[src/rtl/alu_exec_stage.sv]
// alu_exec_stage: operand-supply and writeback stage wrapped around an 8-bit ALU.
// Holds an 8-entry register file and drives the ALU operand and code registers.
// It captures the ALU result and flags, then writes the result back to a register.
// A start/busy/done handshake sequences one instruction at a time (IDLE->OPERAND->EXEC->WB).
// Optional feature macro ALU_CMP_EN: adds input Cmp; a compare op updates the flags only.
module alu_exec_stage #(
    parameter int unsigned DATA_W  = 8,
    parameter int unsigned REG_CNT = 8
) (
    input  logic              clk,
    input  logic              rst_n,
`ifdef ALU_CMP_EN
    input  logic              Cmp,
`endif
    input  logic              Start,
    input  logic [2:0]        Op,
    input  logic [2:0]        Rd,
    input  logic [2:0]        Rs1,
    input  logic [2:0]        Rs2,
    input  logic              Ld_En,
    input  logic [2:0]        Ld_Addr,
    input  logic [DATA_W-1:0] Ld_Data,
    output logic [DATA_W-1:0] ALU_A,
    output logic [DATA_W-1:0] ALU_B,
    output logic [2:0]        ALU_Code,
    input  logic [DATA_W-1:0] ALU_Out,
    input  logic              Carry,
    input  logic              isZero,
    output logic              Busy,
    output logic              Done,
    output logic              Flag_C,
    output logic              Flag_Z,
    input  logic [2:0]        Dbg_Addr,
    output logic [DATA_W-1:0] Dbg_Data
);

    localparam int unsigned ADDR_W = 3;
    localparam int unsigned CODE_W = 3;

    typedef enum logic [1:0] {
        S_IDLE    = 2'd0,
        S_OPERAND = 2'd1,
        S_EXEC    = 2'd2,
        S_WB      = 2'd3
    } state_t;

    state_t              state;
    logic [DATA_W-1:0]   regs [REG_CNT];

    // Instruction fields latched when Start is accepted
    logic [CODE_W-1:0]   op_q;
    logic [ADDR_W-1:0]   rd_q;
    logic [ADDR_W-1:0]   rs1_q;
    logic [ADDR_W-1:0]   rs2_q;

    // Result latch captured at the end of EXEC
    logic [DATA_W-1:0]   res_q;
    logic                carry_q;
    logic                zero_q;

    // Whether the WB edge writes the destination register
    logic                wb_write_c;

`ifdef ALU_CMP_EN
    logic                cmp_q;
    assign wb_write_c = ~cmp_q;
`else
    assign wb_write_c = 1'b1;
`endif

    // Busy follows the state register directly
    assign Busy = (state != S_IDLE);

    // Debug read port is combinational so it shows a write the cycle after it lands
    assign Dbg_Data = regs[Dbg_Addr];

    // Sequencer, register file, operand/result latches and flags
    always_ff @(posedge clk) begin
        if (!rst_n) begin
            state    <= S_IDLE;
            for (int i = 0; i < int'(REG_CNT); i++) begin
                regs[i] <= '0;
            end
            op_q     <= '0;
            rd_q     <= '0;
            rs1_q    <= '0;
            rs2_q    <= '0;
            res_q    <= '0;
            carry_q  <= 1'b0;
            zero_q   <= 1'b0;
            ALU_A    <= '0;
            ALU_B    <= '0;
            ALU_Code <= '0;
            Flag_C   <= 1'b0;
            Flag_Z   <= 1'b0;
            Done     <= 1'b0;
`ifdef ALU_CMP_EN
            cmp_q    <= 1'b0;
`endif
        end else begin
            Done <= 1'b0;
            case (state)
                S_IDLE: begin
                    // A load and a Start on the same edge: the load lands first,
                    // so the following OPERAND read sees it
                    if (Ld_En) begin
                        regs[Ld_Addr] <= Ld_Data;
                    end
                    if (Start) begin
                        op_q  <= Op;
                        rd_q  <= Rd;
                        rs1_q <= Rs1;
                        rs2_q <= Rs2;
`ifdef ALU_CMP_EN
                        cmp_q <= Cmp;
`endif
                        state <= S_OPERAND;
                    end
                end
                S_OPERAND: begin
                    // Operands are read here, before any WB write of this op
                    ALU_A    <= regs[rs1_q];
                    ALU_B    <= regs[rs2_q];
                    ALU_Code <= op_q;
                    state    <= S_EXEC;
                end
                S_EXEC: begin
                    res_q   <= ALU_Out;
                    carry_q <= Carry;
                    zero_q  <= isZero;
                    state   <= S_WB;
                end
                S_WB: begin
                    if (wb_write_c) begin
                        regs[rd_q] <= res_q;
                    end
                    Flag_C <= carry_q;
                    Flag_Z <= zero_q;
                    Done   <= 1'b1;
                    state  <= S_IDLE;
                end
                default: begin
                    state <= S_IDLE;
                end
            endcase
        end
    end

endmodule

[config.mk]
export PLATFORM = sky130hd
export DESIGN_NAME = alu_exec_stage
export DESIGN_NICKNAME = d
export VERILOG_FILES = /design/src/rtl/alu_exec_stage.sv
export SDC_FILE = /design/constraint.sdc
export NUM_CORES = 1
export LEC_CHECK = 0
export BUFFER_PORTS_ARGS = -buffer_cell sky130_fd_sc_hd__clkbuf_2
export CORE_MARGIN = 3
export CORE_UTILIZATION = 50
export CTS_CLUSTER_SIZE = 25
export DETAILED_ROUTE_END_ITERATION = 6
export PLACE_DENSITY = 0.81
export SLEW_MARGIN = 40
export SYNTH_ARGS = -nofsm -noshare
export SYNTH_HDL_FRONTEND = slang
export SYNTH_SLANG_ARGS = --single-unit
[constraint.sdc]
create_clock -name clk -period 5.7 [get_ports clk]
set_input_delay 0.57 -clock clk [delete_from_list [all_inputs] [get_ports clk]]
set_output_delay 0.57 -clock clk [all_outputs]
set_load 0.02 [all_outputs]
==> out/results.ini <==
[min_path]
holdPathStages=3
min_path_type=input pin to flop
hp-start=Op[0]
min_to=op_q[0]$_SDFFE_PN0P_

[power_and_ir_drop]
cellPowerDensity_nw_per_um2=371
p_leak_nw=2.49
irDropWorstVdd_mv=0.293

[grt]
grt_overflow=0
track_usage=0.228
grt_pass1_wl_um=22400
grt_pass1_vias=4036
antenna_found_initial=0
grt_max_degree=61

[clock_network]
ctsResizeCount=0
cts_buffers=9
clock-sinks=110
postCtsSetupBuffers=0
holdBufCountCts=0
clkLatencyLatePin_ns=0.35
htreeDepth=3
root_buffer=clkbuf_16
clkTransAtPathRegs_ns=0.07
cts_tree=done
cts_buffer_depth=2

[synthesis]
syn_avg_cell_area_um2=11.8
synth_seq_cells=110
yosysWarnings=0
synth_cell_type_count=36
yosys.area.top_type=edfxtp_1
ys_seq_area_frac=0.491
netlist_instances=491
synthDominantCellAreaShare=0.332
synth_area_leaders=edfxtp_1, dfxtp_1, mux2i_1
async_reset_ff_frac=0
synthFlopType=edfxtp_1
synth_edf_count=64
synth_nets=536
synthesis.area_um2=5790

[critical_path]
ff2ff_setup_slack_ns=3.22
crit_type=input pin to primary output
end_kind=primary output
path_cells=clkbuf_2 > mux4_1 > mux2_2 > clkbuf_2
crit_fanout=16
worstReg2RegEnd=regs[0][3]$_SDFFCE_PN0P_
cp_slowest_cell=mux4_1
cp.arrival_ns=2.16
critPathMaxStageDelay_ns=0.70
critPathMostFrequentCell=clkbuf_2
crit_required_ns=5.13
ff2ff_path_depth=5
start_kind=input pin
r2r_start=state[0]$_SDFFE_PN0P_

[placed_design]
dpl-instance-area_um2=6120
gp_congestion=0.966
dp_hpwl_um=10700
port_buffers=70

[layout]
area_growth_pct=11.8
multi_input_area_um2=2740
nNetsFinal=587
diodes=0
drive_gt1_frac=0.258
fillers=901
regArea_um2=2840
design_area_um2=6470

[timing]
period_minus_slack_ns=2.73
finalHoldViolations=0
finClkSkew_ns=0.00869
slew_headroom=0.564
worst_pin_slew_ns=0.641
slew_viol_final=0
tns_ns=0
finalSetupViolations=0
max_freq_mhz=366
min_period_over_period=0.479
rsz0062_at_grt=no

[routing]
ant_nets=0
vias=4163
drc=0
drtPass1Iterations=5
routed_wl_um=14400
first_iter_violations=370
viasPerCell=6.06
wl_per_cell_um=21.0

[die]
die-area_um2=12900
start_util=0.522
ios=71
fp.dieH_um=114
core_um2=11100
die_w_um=114
rows=38

[status]
status=finished, final reports clean

[flow_run]
max_cap_viol_count=0

==> routing by layer <==
layer	share of wire	track usage	wire length [um]	vias up
met1	0.42	0.313	6050	1986
met3	0.090	0.0568	1300	36
met2	0.46	0.356	6560	213
met4	0.035	0.0785	497	0
met5	0	0	0	-
li1	-	-	-	1928
==> layout by cell type, fill, tap and decap left out, types with 2 or more instances in the layout <==
master     instances
bufinv_16          2
mux4_1            16
inv_1              4
o22ai_1           15
clkbuf_16          9
a21boi_0          12
dfxtp_1           46
nand2_2            4
ha_1               4
a21oi_1           16
mux2_2            40
nand2_1           42
nand2b_1           5
inv_6              2
a221o_1           15
edfxtp_1          64
nand4b_1           3
nor2b_1           19
buf_4              2
o21ai_0           19
clkbuf_2          69
mux2i_2            8
mux2i_1           48
nor2_1            67
==> through the flow <==
step           power, W  utilization  hold WS (ns)  setup slack, ns  cells
2_1_floorplan   0.00155            -         0.443             3.47    491
3_3_place_gp    0.00170        0.551         0.456             2.83    671
3_5_place_dp    0.00173        0.552         0.462             2.97    671
4_1_cts         0.00240        0.582         0.441             2.97    687
5_1_grt         0.00251        0.584         0.463             2.95    687
6_report        0.00240        0.584         0.448             2.97    687
==> worst max-delay path by stage <==
stage                                    end  slack, ns        start
floorplan                        Dbg_Data[0]       3.47  Dbg_Addr[0]
global placement    regs[0][3]$_SDFFCE_PN0P_       2.83        rst_n
detailed placement               Dbg_Data[7]       2.97  Dbg_Addr[0]
CTS                              Dbg_Data[7]       2.97  Dbg_Addr[0]
global route                     Dbg_Data[7]       2.95  Dbg_Addr[0]
finish                           Dbg_Data[7]       2.97  Dbg_Addr[0]
==> cells in the mapped netlist (2+ instances only) <==
cell,n
nand2b_1,5
o22ai_1,15
edfxtp_1,64
a221o_1,15
buf_1,6
ha_1,5
nand4b_1,3
nor2_1,67
mux2_2,40
buf_6,5
buf_2,2
nand2_2,4
inv_1,4
clkbuf_1,13
mux2i_1,56
o21ai_0,19
buf_8,4
nand2_1,42
a21oi_1,16
nor2b_1,19
a21boi_0,12
mux4_1,16
dfxtp_1,46
==> cell type report <==
type                    instances  share of cell area
clock buffers                   9              0.0348
clock inverters                 7              0.0164
inverters                       4             0.00232
multi-input cells             345               0.423
flip-flops and latches        110               0.439
well taps                     140              0.0271
repair buffers                 72              0.0569
==> power by group <==
part / leakage, nW / switching (W) / internal, W / total [W]
Clock: 0.161 / 0.000284 / 0.000391 / 0.000675
Sequential: 1.04 / 0.0000823 / 0.000954 / 0.00104
Combinational: 1.29 / 0.000411 / 0.000276 / 0.000687
Total: 2.49 / 0.000778 / 0.00162 / 0.00240
==> flip-flops by register name, indices dropped and copies added (netlist names), 2 cells and up <==
signal	cells
ALU_A	8
res_q	8
ALU_Code	3
op_q	3
rs1_q	3
regs	64
state	2
rd_q	3
ALU_B	8
rs2_q	3
==> kinds of logic (layout without fill, tap and decap cells) <==
family / after synthesis / count (layout) / share of synthesized area
simple gates: 144 / 144 / 0.111
fa+ha+maj: 5 / 5 / 0.0108
compound gates: 84 / 84 / 0.0979
mux: 112 / 112 / 0.247
flops: 110 / 110 / 0.491
buf+inv: 36 / 92 / 0.0415
==> worst max-delay path, delay by kind of cell <==
| kind | cells | cell delay [ns] |
|---|---|---|
| mux | 2 | 1.00 |
| buf+inv | 2 | 0.58 |
Power figures use the tool's default switching activity.
